### src/rtl/mod_spi_if.sv
// CPU data-bus port bundle for mod_spi: fetch/data enables, addresses, direction, data.
// The CPU drives the master side; the peripheral answers on the slave side.
interface mod_spi_if;
    logic        ie;
    logic        de;
    logic [31:0] iaddr;
    logic [31:0] daddr;
    logic [1:0]  drw;
    logic [31:0] din;
    logic [31:0] iout;
    logic [31:0] dout;

    modport master (
        output ie, de, iaddr, daddr, drw, din,
        input  iout, dout
    );

    modport slave (
        input  ie, de, iaddr, daddr, drw, din,
        output iout, dout
    );
endinterface

### src/rtl/mod_spi.sv
// SPI master peripheral (mode 0, MSB first) behind the CPU data bus.
// A small TX FIFO feeds the shift engine; the last received byte is held for readout.
module mod_spi #(
    parameter int         FIFO_DEPTH = 4,
    parameter logic [7:0] DIV_RST    = 8'd3
) (
    input  logic     clk,
    input  logic     rst,
    mod_spi_if.slave bus,
    output logic     o_spi_sck,
    output logic     o_spi_mosi,
    input  logic     i_spi_miso,
    output logic     o_spi_cs_n,
    output logic     o_irq
);

    localparam int AW = $clog2(FIFO_DEPTH);
    localparam logic [AW:0] PTR_ONE = (AW+1)'(1);

    typedef enum logic [1:0] {
        ST_IDLE  = 2'd0,
        ST_SHIFT = 2'd1,
        ST_DONE  = 2'd2
    } state_t;

    state_t r_state;
    state_t w_next;

    logic [7:0]  r_mem [FIFO_DEPTH];
    logic [AW:0] r_wptr, r_rptr;
    logic [7:0]  r_sh, r_rx_data, r_div, r_hcnt;
    logic [2:0]  r_bcnt;
    logic        r_samp, r_sck, r_mosi, r_cs_n, r_irq;
    logic        r_rx_valid, r_tx_ovf, r_rx_ovr, r_ien;

    logic        w_wr, w_rd, w_wr_ctrl, w_wr_tx, w_wr_div;
    logic        w_empty, w_full, w_push, w_pop, w_ovf;
    logic        w_rise, w_fall, w_done, w_busy;
    logic [7:0]  w_pop_data;
    logic [31:0] w_rdata;
    logic        w_unused;

    assign w_wr      = bus.de && (bus.drw == 2'b01);
    assign w_rd      = bus.de && (bus.drw == 2'b10);
    assign w_wr_ctrl = w_wr && (bus.daddr[3:2] == 2'd0);
    assign w_wr_tx   = w_wr && (bus.daddr[3:2] == 2'd1);
    assign w_wr_div  = w_wr && (bus.daddr[3:2] == 2'd3);

    assign w_empty    = (r_wptr == r_rptr);
    assign w_full     = (r_wptr[AW] != r_rptr[AW]) && (r_wptr[AW-1:0] == r_rptr[AW-1:0]);
    assign w_pop_data = r_mem[r_rptr[AW-1:0]];
    // A pop in the same cycle frees a slot, so a push into a full FIFO still lands.
    assign w_push     = w_wr_tx && (!w_full || w_pop);
    assign w_ovf      = w_wr_tx && w_full && !w_pop;
    assign w_busy     = (r_state != ST_IDLE);

    assign w_unused = ^{bus.ie, bus.iaddr, bus.daddr[31:4], bus.daddr[1:0], bus.din[31:9]};

    // FIFO storage
    always_ff @(posedge clk) begin
        if (w_push) begin
            r_mem[r_wptr[AW-1:0]] <= bus.din[7:0];
        end
    end

    // FIFO pointers
    always_ff @(posedge clk or posedge rst) begin
        if (rst) begin
            r_wptr <= '0;
            r_rptr <= '0;
        end else begin
            if (w_push) r_wptr <= r_wptr + PTR_ONE;
            if (w_pop)  r_rptr <= r_rptr + PTR_ONE;
        end
    end

    // Engine state register
    always_ff @(posedge clk or posedge rst) begin
        if (rst) r_state <= ST_IDLE;
        else     r_state <= w_next;
    end

    // Engine next state and per-cycle strobes
    always_comb begin
        w_next = r_state;
        w_pop  = 1'b0;
        w_rise = 1'b0;
        w_fall = 1'b0;
        w_done = 1'b0;
        case (r_state)
            ST_IDLE: begin
                if (!w_empty) begin
                    w_pop  = 1'b1;
                    w_next = ST_SHIFT;
                end else begin
                    w_next = ST_IDLE;
                end
            end
            ST_SHIFT: begin
                if (r_hcnt == 8'd0) begin
                    if (!r_sck) begin
                        w_rise = 1'b1;
                        w_next = ST_SHIFT;
                    end else begin
                        w_fall = 1'b1;
                        w_next = (r_bcnt == 3'd0) ? ST_DONE : ST_SHIFT;
                    end
                end else begin
                    w_next = ST_SHIFT;
                end
            end
            ST_DONE: begin
                w_done = 1'b1;
                if (!w_empty) begin
                    w_pop  = 1'b1;
                    w_next = ST_SHIFT;
                end else begin
                    w_next = ST_IDLE;
                end
            end
            default: w_next = ST_IDLE;
        endcase
    end

    // Shift datapath and SPI pins
    always_ff @(posedge clk or posedge rst) begin
        if (rst) begin
            r_sh   <= 8'd0;
            r_samp <= 1'b0;
            r_bcnt <= 3'd0;
            r_hcnt <= 8'd0;
            r_sck  <= 1'b0;
            r_mosi <= 1'b0;
            r_cs_n <= 1'b1;
        end else if (w_pop) begin
            r_sh   <= w_pop_data;
            r_mosi <= w_pop_data[7];
            r_bcnt <= 3'd7;
            r_hcnt <= r_div;
            r_sck  <= 1'b0;
            r_cs_n <= 1'b0;
        end else if (w_rise) begin
            r_sck  <= 1'b1;
            r_samp <= i_spi_miso;
            r_hcnt <= r_div;
        end else if (w_fall) begin
            r_sck  <= 1'b0;
            r_sh   <= {r_sh[6:0], r_samp};
            r_mosi <= r_sh[6];
            r_bcnt <= r_bcnt - 3'd1;
            r_hcnt <= r_div;
        end else if (r_state == ST_SHIFT) begin
            r_hcnt <= r_hcnt - 8'd1;
        end else if (w_done) begin
            r_cs_n <= 1'b1;
        end
    end

    // Control/status registers; a hardware set beats a same-cycle W1C clear
    always_ff @(posedge clk or posedge rst) begin
        if (rst) begin
            r_rx_data  <= 8'd0;
            r_rx_valid <= 1'b0;
            r_rx_ovr   <= 1'b0;
            r_tx_ovf   <= 1'b0;
            r_ien      <= 1'b0;
            r_div      <= DIV_RST;
            r_irq      <= 1'b0;
        end else begin
            if (w_done)    r_rx_data <= r_sh;
            if (w_wr_ctrl) r_ien     <= bus.din[8];
            if (w_wr_div)  r_div     <= bus.din[7:0];
            r_rx_valid <= w_done | (r_rx_valid & ~(w_wr_ctrl & bus.din[3]));
            r_tx_ovf   <= w_ovf  | (r_tx_ovf   & ~(w_wr_ctrl & bus.din[4]));
            r_rx_ovr   <= (w_done & r_rx_valid) | (r_rx_ovr & ~(w_wr_ctrl & bus.din[5]));
            r_irq      <= r_ien & r_rx_valid;
        end
    end

    // Read mux
    always_comb begin
        w_rdata = 32'd0;
        case (bus.daddr[3:2])
            2'd0:    w_rdata = {23'd0, r_ien, 2'b00, r_rx_ovr, r_tx_ovf, r_rx_valid,
                                w_empty, w_full, w_busy};
            2'd1:    w_rdata = 32'd0;
            2'd2:    w_rdata = {24'd0, r_rx_data};
            2'd3:    w_rdata = {24'd0, r_div};
            default: w_rdata = 32'd0;
        endcase
    end

    assign bus.dout   = w_rd ? w_rdata : 32'd0;
    assign bus.iout   = 32'd0;
    assign o_spi_sck  = r_sck;
    assign o_spi_mosi = r_mosi;
    assign o_spi_cs_n = r_cs_n;
    assign o_irq      = r_irq;

endmodule
### src/flat_wrapper.sv
// flat-port wrapper written by rule: the top's interface ports become plain ports
module mod_spi_flat 
#(
    parameter int         FIFO_DEPTH = 4,
    parameter logic [7:0] DIV_RST    = 8'd3
)
  (clk, rst, o_spi_sck, o_spi_mosi, i_spi_miso, o_spi_cs_n, o_irq, bus_ie, bus_de, bus_iaddr, bus_daddr, bus_drw, bus_din, bus_iout, bus_dout);
  mod_spi_if bus_i ();
  input  logic clk;
  input  logic rst;
  output logic o_spi_sck;
  output logic o_spi_mosi;
  input  logic i_spi_miso;
  output logic o_spi_cs_n;
  output logic o_irq;
  input wire logic [$bits(bus_i.ie)-1:0] bus_ie;
  input wire logic [$bits(bus_i.de)-1:0] bus_de;
  input wire logic [$bits(bus_i.iaddr)-1:0] bus_iaddr;
  input wire logic [$bits(bus_i.daddr)-1:0] bus_daddr;
  input wire logic [$bits(bus_i.drw)-1:0] bus_drw;
  input wire logic [$bits(bus_i.din)-1:0] bus_din;
  output wire logic [$bits(bus_i.iout)-1:0] bus_iout;
  output wire logic [$bits(bus_i.dout)-1:0] bus_dout;
  assign bus_i.ie = bus_ie;
  assign bus_i.de = bus_de;
  assign bus_i.iaddr = bus_iaddr;
  assign bus_i.daddr = bus_daddr;
  assign bus_i.drw = bus_drw;
  assign bus_i.din = bus_din;
  assign bus_iout = bus_i.iout;
  assign bus_dout = bus_i.dout;
  mod_spi #(.FIFO_DEPTH(FIFO_DEPTH), .DIV_RST(DIV_RST)) u_core (.clk(clk), .rst(rst), .bus(bus_i), .o_spi_sck(o_spi_sck), .o_spi_mosi(o_spi_mosi), .i_spi_miso(i_spi_miso), .o_spi_cs_n(o_spi_cs_n), .o_irq(o_irq));
endmodule
### config.mk
export PLATFORM = sky130hd
export DESIGN_NAME = mod_spi_flat
export DESIGN_NICKNAME = d
export VERILOG_FILES = /design/src/rtl/mod_spi_if.sv /design/src/rtl/mod_spi.sv /design/src/flat_wrapper.sv
export SDC_FILE = /design/constraint.sdc
export NUM_CORES = 1
export LEC_CHECK = 0
export BUFFER_PORTS_ARGS = -buffer_cell sky130_fd_sc_hd__buf_2
export CORE_MARGIN = 2
export CORE_UTILIZATION = 35
export CTS_CLUSTER_SIZE = 24
export DETAILED_ROUTE_END_ITERATION = 8
export MAX_ROUTING_LAYER = met4
export PLACE_DENSITY = 0.62
export SLEW_MARGIN = 20
export SYNTH_ARGS = -nofsm -noshare
export SYNTH_HDL_FRONTEND = slang
export SYNTH_SLANG_ARGS = --single-unit
### constraint.sdc
create_clock -name clk -period 4.99 [get_ports clk]
set_clock_uncertainty 0.1 [all_clocks]
set_input_delay 0.2495 -clock clk [delete_from_list [all_inputs] [get_ports clk]]
set_output_delay 0.2495 -clock clk [all_outputs]
set_load 0.01 [all_outputs]
Word-level counts from Yosys, hierarchy flattened
Memory sizes are Yosys's and may differ from the RTL's.
Index checks and enable logic that the tools add are counted.
W data, S select, Z words.
Word-level totals
  memory bits (writable): 32
  memories kept: 1
  input bits: 103
  logic and storage cells: 114
  output and inout bits: 68
  register bits after elaboration: 52
Cells by class
  multiplexer cells: 39
  bitwise operators: 15
  reductions and logical operators: 25
  add/subtract/negate cells: 4
  eq/ne operators: 13
Memories
  u_core.r_mem: words 4, bits a word 8, read ports 1, clocked after Yosys merged registers in 0, write ports 1, RTL line mod_spi.sv:29  | logic [7:0] r_mem [FIFO_DEPTH];
Operators with widths (count)
  $pmux W32 S4: 1
  $mux W8: 7
  $mux W32: 1
  $mux W1: 23
  $logic_and A1 B1 Y1: 9
  $mux W3: 3
  $and A1 B1 Y1: 8
  $eq A2 B2 Y1 const B: 4
  $logic_not A8 Y1: 1
  $sub A8 B1 Y8 const B: 1
  $add A3 B1 Y3 const B: 2
  $eq A2 B1 Y1 const B: 3
  $mux W2: 3
  $ne A2 B1 Y1 const B: 3
  $reduce_bool A2 Y1: 3
  $logic_not A2 Y1: 2
  $not A1 Y1: 4
  $pmux W2 S2: 1
  $reduce_and A2 Y1: 2
  $reduce_and A4 Y1: 1
  $reduce_bool A4 Y1: 1
  $eq A3 B3 Y1: 1
  $logic_not A3 Y1: 1
  $or A1 B1 Y1: 3
  7 further kinds: 8

Longest topological paths before layout
Gate-level depths: netlist of run 1.
  depth in word-level cells: 7
  gate-level depth with buffers: 8
  gate-level depth less buffers: 7

Worst setup path before layout of run 1
Ideal clock, no wire load.
  path kind: reg-to-reg
  start point: register u_core.r_rptr[0]
  end point: memory u_core.r_mem[3][0] (enable)
  buffers on the path: 1
  library setup time: 0.339 ns
  arrival time: 1.500 ns
  setup slack: 3.050 ns
  period minus slack after synthesis: 1.940 ns
  stages on the path, launching flop included: 6
  data required time: 4.551 ns
  path through: dfrtp_1 buf_6 xor2_2 nor3_1 a21boi_2 and2_1
On the way
  longest elaborated chain between the ends: 7
  elaborated cells on any way between the ends: 10
  those cells by class: eq/ne (2); mux (4); reduce/logical (4)
RTL lines
  start: declaration: RTL line mod_spi.sv:30  | logic [AW:0] r_wptr, r_rptr;
  start signal: assignment: RTL line mod_spi.sv:73  | if (w_pop) r_rptr <= r_rptr + PTR_ONE;
  $eq A3 B3 Y1 or $eq A2 B2 Y1 (tied branches): RTL line mod_spi.sv:49, mod_spi.sv:50
  $mux W1 or $logic_and A1 B1 Y1 (tied branches): RTL line mod_spi.sv:92, mod_spi.sv:114, mod_spi.sv:50
  $mux W1 or $logic_not A1 Y1 (tied branches)
  $logic_or A1 B1 Y1 (*): RTL line mod_spi.sv:53  | assign w_push = w_wr_tx && (!w_full || w_pop);
  $logic_and A1 B1 Y1 (*): RTL line mod_spi.sv:53
  $mux W1 (*): RTL line mod_spi.sv:61  | if (w_push) begin
  $mux W1 (implied by the code) (*): RTL line mod_spi.sv:62  | r_mem[r_wptr[AW-1:0]] <= bus.din[7:0];
  end: declaration: RTL line mod_spi.sv:29
Mark *: on every way between the ends. The rest lies on a longest branch, timed or not.

Worst setup path after layout of run 1
  start point: register u_core.r_rptr[0]
  end point: register u_core.r_sh[7]
On the way
  longest elaborated chain between the ends: 5
  elaborated cells on any way between the ends: 8
  those cells by class: eq/ne (2); mux (3); reduce/logical (2); memory (1)
RTL lines
  $eq A3 B3 Y1: RTL line mod_spi.sv:49  | assign w_empty = (r_wptr == r_rptr);
  $mux W1: RTL line mod_spi.sv:92, mod_spi.sv:114
  $mux W1
  $ne A2 B1 Y1 (no source line) or $reduce_bool A2 Y1 (tied branches)
  $reduce_and A2 Y1 (no source line)
  end signal: assignment: RTL line mod_spi.sv:136  | r_sh <= w_pop_data;
  end signal: assignment: RTL line mod_spi.sv:148  | r_sh <= {r_sh[6:0], r_samp};
  end: declaration: RTL line mod_spi.sv:31  | logic [7:0] r_sh, r_rx_data, r_div, r_hcnt;
Parallel ways exist; a longest one is shown, timed or not.
A chain may end at the register's enable or synchronous reset.

==> results.py, run 1 <==
metrics = {
    "outcome": {
        "status": "complete, but fails checks",
        "violations": "negative hold slack",
    },
    "cts": {
        "cts_root_buf": "clkbuf_16",
        "clkTransAtPathRegs_ns": 0.06,
        "postCtsHoldBufs": 0,
        "post-cts-setup-buffer-count": 0,
        "cts_buffers": 9,
        "cts_max_level": 3,
        "clock-sinks": 83,
        "clk_latency_ns": 0.34,
        "tritoncts": "yes",
        "ctsResizeCount": 0,
        "clock_path_buffers": 2,
    },
    "min_path": {
        "min_path_type": "in -> async",
    },
    "timing": {
        "setup_viol": 0,
        "hold_viol_final": 22,
        "hold-worst-slack_ns": -0.0207,
        "fmax_mhz": 361,
        "fin_crit_ns": 2.77,
        "tightest_slew_ns": 1.03,
        "rsz0062_at_grt": "false",
        "report.final.slew_viol_count": 0,
        "max_slew_margin": 0.314,
        "setup_tns_ns": 0,
        "fin_crit_sh": 0.555,
        "fin_ws_ns": 2.22,
    },
    "critical_path": {
        "required_ns": 5.09,
        "start_kind": "flip-flop",
        "path_class": "reg -> reg",
        "worstRegToRegCells": 5,
        "critPathCapture": "u_core.r_sh[7]",
        "crit_fanout": 19,
        "reg2reg_from": "u_core.r_rptr[0]",
        "cp.arrival_ns": 2.87,
        "rr_endpoint": "u_core.r_sh[7]",
        "cp-end-kind": "flip-flop",
        "critPathLaunch": "u_core.r_rptr[0]",
        "ff2ff_setup_slack_ns": 2.22,
    },
    "power": {
        "peakVddDrop_v": 0.000278,
        "p_leak_uw": 0.00203,
        "powerDensity_nw_per_um2": 428,
    },
    "logic_synthesis": {
        "ys.warnings.count": 0,
        "yosysTopAreaCellShare": 0.281,
        "synth.largest_area_cell": "dfrtp_1",
        "synth_cells": 357,
        "ys_seq_area_frac": 0.524,
        "avgSynthCellArea_um2": 12.0,
        "synth_ff_type": "dfrtp_1",
        "synth_seq_cells": 83,
        "synthArstFlopShare": 0.614,
        "synth_area_leaders": "dfrtp_1 (28%), edfxtp_1 (22%), buf_4 (9.8%), mux2_2 (6.6%), mux4_2 (4.2%)",
        "synth-edff-count": 32,
        "synth_cell_types": 53,
        "syn_area_um2": 4280,
    },
    "layout": {
        "multi_input_area_um2": 1700,
        "finalNetCount": 497,
        "regArea_um2": 2240,
        "areaGrowthSynthToFinish_pct": 8.34,
        "finalInstanceArea_um2": 4630,
        "drive_gt1_frac": 0.243,
        "fillers": 1117,
    },
    "floorplanning": {
        "die_w_um": 115,
        "die-area_um2": 13100,
        "initial_core_util": 0.358,
        "num_rows": 40,
        "design.core.area_um2": 12000,
        "io_pins": 171,
        "die_h_um": 115,
    },
    "routing": {
        "wl_per_cell_um": 15.1,
        "drt_iter0_markers": 175,
        "vias": 2550,
        "post-route-drc-count": 0,
        "ant_nets": 0,
        "routed_wirelength_mm": 8.14,
        "drt_pass1_iterations": 4,
        "viasPerCell": 4.73,
    },
    "grt": {
        "grt_start_max_net_pins": 52,
        "grt_pass1_vias": 2408,
        "track_usage": 0.137,
        "grt_overflow": 0,
        "antenna_found_initial": 1,
        "grt_pass1_wl_mm": 13.2,
    },
    "place": {
        "preCtsSetupSlack_ns": 2.15,
        "dp_hpwl_mm": 5.72,
        "placed_area_um2": 4330,
        "globalplace.congestion": 0.839,
        "io_buffers": 29,
    },
    "run": {
        "drv_cap": 0,
    },
}
## layout by cell type (no fill, tap or decap), types with 3 or more instances in the layout
cell,count
a22oi_1,8
a31oi_1,10
and2_1,6
and3_1,4
buf_2,29
clkbuf_16,9
conb_1,55
dfrtp_1,48
dfstp_2,3
edfxtp_1,32
ha_1,8
inv_1,14
mux2_2,25
mux4_2,8
nand2_1,29
nand3_1,7
nand4_1,5
nor2_1,29
nor2b_1,3
nor3_1,3
o21ai_0,8
o21ai_1,3
xnor2_1,4
xor2_2,3
## synth_stat cells, types with 2 or more instances
cell type / instances
edfxtp_1: 32
mux2_2: 25
nand2_1: 29
a31oi_1: 10
buf_2: 5
and2_1: 6
nand2b_1: 2
xnor2_1: 4
dfrtp_1: 48
xor2_2: 3
nor2_1: 29
nor2b_1: 3
and3_1: 4
ha_1: 8
a22oi_1: 8
o21ai_0: 8
nand4_1: 5
o21ai_1: 3
buf_4: 56
mux4_2: 8
dfstp_2: 3
mux2i_1: 2
nor3_1: 3
inv_1: 15
nand3_1: 7
buf_6: 3
a21o_1: 2
## final cells by class
cell class / instances / share of cell area
flip-flops and latches: 83 / 0.484
clock inverters: 6 / 0.0157
repair buffers: 30 / 0.0329
diodes: 1 / 0.000540
clock buffers: 10 / 0.0494
inverters: 15 / 0.0121
well taps: 147 / 0.0397
multi-input cells: 247 / 0.366
## where the power goes
| part | internal (µW) | switching (µW) |
|---|---|---|
| registers | 828 | 117 |
| logic | 165 | 200 |
| clock network | 395 | 277 |
## worst max-delay path, stage by stage, from the launching register on
cell	delay (ns)
dfrtp_1	0.80
xor2_2	0.25
o31ai_4	0.75
nand2_2	0.43
nor2_1	0.22
a31oi_1	0.06
## worst min-delay path by stage
stage / from / end / slack (ns) / cells after the start
2_1_floorplan: bus_din[0] / u_core.r_mem[0][0] / 0.25 / 0
3_3_place_gp: rst / u_core.r_bcnt[0] / 0.37 / 3
3_5_place_dp: rst / u_core.o_irq / 0.37 / 3
4_1_cts: rst / u_core.o_irq / 0.01 / 3
5_1_grt: rst / u_core.r_bcnt[1] / 0.04 / 3
6_report: rst / u_core.r_bcnt[1] / -0.02 / 3
## cells by family after synthesis
group / share of synthesized area
AND/OR/NAND/NOR: 0.113
other: 0.000877
buffers and inverters: 0.127
AO/OA/AOI/OAI: 0.0722
flip-flops: 0.524
XOR/XNOR: 0.0216
multiplexers: 0.118
adder cells (fa/ha/maj): 0.0234
## registers in the layout (all words and copies together), names as in the netlist, 2 cells and up
register and cells:
u_core.r_wptr 3, u_core.r_div 8, u_core.r_hcnt 8, u_core.r_sh 8
u_core.r_rptr 3, u_core.r_rx_data 8, u_core.r_mem 32, u_core.r_state 2
u_core.r_bcnt 3
## per-stage QoR
step | total power, µW | hold WS (ns) | util | cells
floorplan | 1250 | 0.248 | - | 411
global placement | 1300 | 0.373 | 0.362 | 522
detailed placement | 1320 | 0.371 | 0.362 | 522
CTS | 2000 | 0.0128 | 0.387 | 538
global route | 2100 | 0.0377 | 0.387 | 539
finish | 1980 | -0.0207 | 0.387 | 539
## per-layer routing
metal / wire length, µm / global-route usage
met1: 3810 / 0.176
met2: 3850 / 0.219
met3: 415 / 0.0376
met4: 60 / 0.0244
met5: 0 / -
Power figures use the tool's default switching activity.
==> inputs of run 2 (changes only) <==
==> constraint.sdc (replaced) <==
create_clock -name clk -period 2.8 [get_ports clk]
set_clock_uncertainty 0.1 [all_clocks]
set_input_delay 0.14 -clock clk [delete_from_list [all_inputs] [get_ports clk]]
set_output_delay 0.14 -clock clk [all_outputs]
set_load 0.01 [all_outputs]
==> results.py, run 2 (same netlist as run 1, synthesis figures left out) <==
metrics = {
    "routing": {
        "routed_wirelength_mm": 8.12,
        "post-route-drc-count": 0,
        "wl_per_cell_um": 14.7,
        "drt_pass1_iterations": 4,
        "drt_iter0_markers": 152,
        "vias": 2656,
        "ant_nets": 0,
        "viasPerCell": 4.80,
    },
    "cts": {
        "cts_root_buf": "clkbuf_16",
        "postCtsHoldBufs": 10,
        "clk_latency_ns": 0.34,
        "ctsResizeCount": 0,
        "cts_max_level": 3,
        "clock-sinks": 83,
        "clock_path_buffers": 2,
        "tritoncts": "yes",
        "cts_buffers": 9,
        "clkTransAtPathRegs_ns": 0.07,
        "post-cts-setup-buffer-count": 0,
    },
    "grt": {
        "antenna_found_initial": 0,
        "grt_start_max_net_pins": 52,
        "grt_overflow": 0,
        "grt_pass1_wl_mm": 13.1,
        "track_usage": 0.136,
        "grt_pass1_vias": 2456,
    },
    "layout": {
        "regArea_um2": 2240,
        "drive_gt1_frac": 0.246,
        "largest_reg_flops": 32,
        "diodes": 0,
        "multi_input_area_um2": 1700,
        "fillers": 1105,
        "layout.cells.most_common": "conb_1",
        "finalInstanceArea_um2": 4780,
        "finalNetCount": 512,
        "areaGrowthSynthToFinish_pct": 11.7,
        "fin_util": 0.399,
        "layout_common_cells": "conb_1 (55), dfrtp_1 (48), edfxtp_1 (32)",
    },
    "critical_path": {
        "cpPeakStageDelay_ns": 0.45,
        "cp.arrival_ns": 1.99,
        "crit_fanout": 4,
        "cp_slowest_cell": "dfrtp_1",
        "ff2ff_setup_slack_ns": 0.58,
        "required_ns": 2.56,
        "reg2reg_from": "u_core.r_wptr[1]",
        "crit_chain": "xor2_2, nor3_1, a22oi_1, nor2_1, buf_2",
        "cp-end-kind": "output pin",
        "rr_endpoint": "u_core.r_mem[3][4]",
        "path_class": "reg -> out",
        "start_kind": "flip-flop",
        "worstRegToRegCells": 4,
    },
    "min_path": {
        "worstHoldStart": "bus_drw[0]",
        "min_path_type": "in -> reg",
        "whs_path_depth": 4,
        "min_to": "u_core.r_rx_valid",
    },
    "floorplanning": {
        "design.core.area_um2": 12000,
        "io_pins": 171,
        "initial_core_util": 0.358,
        "die_h_um": 115,
        "num_rows": 40,
        "die_w_um": 115,
        "die-area_um2": 13100,
    },
    "power": {
        "peakVddDrop_v": 0.000393,
        "pwr-share-comb": 0.187,
        "power_switching_uw": 1080,
        "p_leak_uw": 0.00209,
        "p_clk_frac": 0.340,
        "p_sw_frac": 0.304,
        "powerDensity_nw_per_um2": 748,
        "intPower_uw": 2490,
        "total_power_uw": 3570,
        "seqPwrFrac": 0.472,
    },
    "timing": {
        "max_slew_margin": 0.405,
        "tightest_slew_ns": 0.892,
        "report.final.slew_viol_count": 0,
        "setup_viol": 0,
        "fin_crit_sh": 0.795,
        "fin_crit_ns": 2.23,
        "hold_viol_final": 0,
        "rsz0062_at_grt": "false",
        "fmax_mhz": 449,
        "setup_tns_ns": 0,
    },
    "outcome": {
        "status": "completed",
    },
    "place": {
        "dp_hpwl_mm": 5.77,
        "placed_area_um2": 4360,
        "io_buffers": 29,
        "globalplace.congestion": 0.803,
    },
    "run": {
        "drv_cap": 0,
    },
}
[run 2: changes by cell type in the layout (fill, tap and decap cells not counted), sizes merged]
cell	change
dlygate4sd3	+11
buf	+4
clkbuf	-1
clkinvlp	+1
diode	-1
[run 2: worst max-delay path, delay by kind of cell (launching register included)]
family	cells	cell delay [ns]
flip-flops	1	0.45
AND/OR/NAND/NOR	2	0.62
buffers and inverters	1	0.17
XOR/XNOR	1	0.24
AO/OA/AOI/OAI	1	0.16
[run 2: power groups by stage]
stage | registers, µW | logic (µW) | clock network (µW)
2_1_floorplan | 1650 | 582 | 0
3_3_place_gp | 1700 | 630 | 0
3_5_place_dp | 1710 | 659 | 0
4_1_cts | 1690 | 671 | 1240
5_1_grt | 1730 | 757 | 1290
6_report | 1690 | 670 | 1220
[run 2: through the flow]
step | std cells | hold slack (ns) | setup slack, ns
floorplan | 411 | 0.139 | 0.860
global placement | 526 | 0.275 | 0.588
detailed placement | 526 | 0.280 | 0.557
CTS | 552 | 0.0117 | 0.547
global route | 553 | 0.273 | 0.393
finish | 553 | 0.260 | 0.574
[run 2: layout make-up]
cell class	instances	share of cell area
Sequential cell	83	0.469
Inverter	15	0.0120
Timing Repair Buffer	45	0.0613
Multi-Input combinational cell	247	0.355
Clock buffer	9	0.0471
Clock inverter	7	0.0168
Tap cell	147	0.0385
[run 2: routing by layer]
metal | track usage | vias to the layer above | part of all wire
met5 | - | - | 0
met4 | 0.0317 | 0 | 0.0063
met3 | 0.0339 | 10 | 0.053
met2 | 0.211 | 99 | 0.48
met1 | 0.180 | 1315 | 0.46
li1 | - | 1232 | -
[run 2: worst max-delay path by stage]
| stage | startpoint | to | slack [ns] | depth (start not counted) |
|---|---|---|---|---|
| after floorplan | u_core.r_rptr[0] | u_core.r_mem[3][0] | 0.86 | 5 |
| after global placement | u_core.r_wptr[1] | u_core.r_mem[3][5] | 0.59 | 4 |
| after detailed placement | u_core.r_wptr[1] | u_core.r_mem[3][5] | 0.56 | 4 |
| after CTS | u_core.r_wptr[1] | u_core.r_mem[3][4] | 0.55 | 4 |
| after global routing | u_core.r_wptr[1] | u_core.r_mem[3][4] | 0.39 | 4 |
| final | u_core.r_wptr[1] | bus_dout[1] | 0.57 | 5 |
==> inputs of run 3 (changes only) <==
--- a/config.mk
+++ b/config.mk
@@ -11,7 +11,7 @@
 export CTS_CLUSTER_SIZE = 24
 export DETAILED_ROUTE_END_ITERATION = 8
 export MAX_ROUTING_LAYER = met4
-export PLACE_DENSITY = 0.62
+export PLACE_DENSITY = 0.64
 export SLEW_MARGIN = 20
 export SYNTH_ARGS = -nofsm -noshare
 export SYNTH_HDL_FRONTEND = slang
==> constraint.sdc (replaced) <==
create_clock -name clk -period 2 [get_ports clk]
set_clock_uncertainty 0.1 [all_clocks]
set_input_delay 0.1 -clock clk [delete_from_list [all_inputs] [get_ports clk]]
set_output_delay 0.1 -clock clk [all_outputs]
set_load 0.01 [all_outputs]
==> results.py, run 3 (same netlist as run 1, synthesis figures left out) <==
metrics = {
    "outcome": {
        "status": "completed",
    },
    "power": {
        "peakVddDrop_v": 0.000587,
        "total_power_uw": 5160,
        "powerDensity_nw_per_um2": 1020,
        "p_leak_uw": 0.00225,
    },
    "routing": {
        "post-route-drc-count": 0,
        "drt_pass1_iterations": 4,
        "drt_iter0_markers": 185,
        "routed_wirelength_mm": 8.45,
        "ant_nets": 0,
        "viasPerCell": 4.72,
        "wl_per_cell_um": 14.5,
        "vias": 2754,
    },
    "floorplanning": {
        "design.core.area_um2": 12000,
        "num_rows": 40,
        "io_pins": 171,
        "initial_core_util": 0.358,
        "die_h_um": 115,
        "die-area_um2": 13100,
        "die_w_um": 115,
    },
    "layout": {
        "stdcell_count": 583,
        "layout_common_cells": "conb_1 (55), dfrtp_1 (47), buf_4 (32), edfxtp_1 (32), buf_2 (29)",
        "areaGrowthSynthToFinish_pct": 18.5,
        "fillers": 1069,
        "diodes": 0,
        "drive_gt1_frac": 0.326,
        "largest_reg_flops": 32,
        "finalNetCount": 542,
        "layout.cells.most_common": "conb_1",
    },
    "critical_path": {
        "start_kind": "flip-flop",
        "crit_fanout": 3,
        "path_class": "reg -> out",
        "ff2ff_setup_slack_ns": 0.10,
        "cp-end-kind": "output pin",
        "required_ns": 1.80,
        "cp.arrival_ns": 1.76,
    },
    "place": {
        "globalplace.congestion": 0.794,
        "dp_cells": 546,
        "dp_hpwl_mm": 5.98,
        "io_buffers": 29,
    },
    "cts": {
        "cts_buffers": 9,
        "clock_path_buffers": 2,
        "clock-sinks": 83,
        "clk_latency_ns": 0.33,
        "clkTransAtPathRegs_ns": 0.07,
        "cts_root_buf": "clkbuf_16",
        "tritoncts": "yes",
        "cts_max_level": 3,
    },
    "grt": {
        "antenna_found_initial": 0,
        "grt_overflow": 0,
        "grt_pass1_vias": 2726,
        "grt_start_max_net_pins": 52,
        "grt_pass1_wl_mm": 13.8,
        "track_usage": 0.141,
    },
    "timing": {
        "fmax_mhz": 510,
        "hold_viol_final": 0,
        "max_slew_margin": 0.665,
        "tightest_slew_ns": 0.501,
        "setup_viol": 0,
        "rsz0062_at_grt": "true",
        "report.final.slew_viol_count": 0,
        "fin_crit_sh": 0.981,
        "fin_crit_ns": 1.96,
    },
    "run": {
        "drv_cap": 0,
    },
    "min_path": {
        "min_path_type": "in -> reg",
    },
}
[run 3: per-stage QoR]
step                      setup slack [ns]   util  setup TNS (ns)  hold WS, ns  instance area, µm²
after CTS                          -0.0236  0.416         -0.0236        0.215                4980
after floorplan                     0.0604      -               0       0.0989                4480
final                               0.0387  0.424               0        0.220                5070
after global placement              0.0169  0.379               0       0.0657                4540
after global routing               -0.0221  0.424         -0.0363        0.240                5070
after detailed placement           0.00226  0.379               0       0.0724                4540
[run 3: worst paths after layout]
check | start | to | cells past startpoint
max in group asynchronous | rst | u_core.r_div[0] | 4
setup / recovery | u_core.r_rptr[2] | bus_dout[1] | 6
hold reg to reg | u_core.o_spi_cs_n | u_core.o_spi_cs_n | 2
hold / removal | bus_daddr[2] | u_core.r_tx_ovf | 3
min in group asynchronous | rst | u_core.o_irq | 4
setup reg to reg | u_core.r_rptr[1] | u_core.r_hcnt[4] | 8
[run 3: routing by layer]
| metal | vias to the layer above | part of all wire | GRT usage |
|---|---|---|---|
| li1 | 1292 | - | - |
| met1 | 1357 | 0.45 | 0.173 |
| met2 | 93 | 0.50 | 0.240 |
| met3 | 12 | 0.033 | 0.0222 |
| met4 | 0 | 0.014 | 0.0463 |
| met5 | - | 0 | - |
[run 3: what timing repair did]
| item | 4_1_cts | 5_1_grt |
|---|---|---|
| hold endpoints to repair | 93 | 0 |
| endpoints found under the setup margin | 8 | 50 |
| setup buffers | 3 | 7 |
| pin swaps | 1 | 8 |
| hold buffers | 11 | 0 |
| gates resized for setup | 2 | 14 |
[run 3: worst max-delay path, cell delays in order (launching register included)]
cell	delay, ns
dfrtp_1	0.44
xnor2_1	0.16
nor3_2	0.24
buf_4	0.16
a22oi_1	0.07
nor2_1	0.20
buf_2	0.17
[run 3: power by group]
part | internal (µW) | total, µW | switching (µW)
registers | 2070 | 2340 | 270
logic | 589 | 1190 | 598
clock network | 889 | 1640 | 751
[run 3: layout make-up]
class	count	area, µm²	area share
Clock buffer	9	225	0.0444
Clock inverter	7	76.3	0.0151
Inverter	15	56.3	0.0111
Multi-Input combinational cell	247	1740	0.343
Sequential cell	83	2240	0.442
Tap cell	147	184	0.0363
Timing Repair Buffer	75	547	0.108
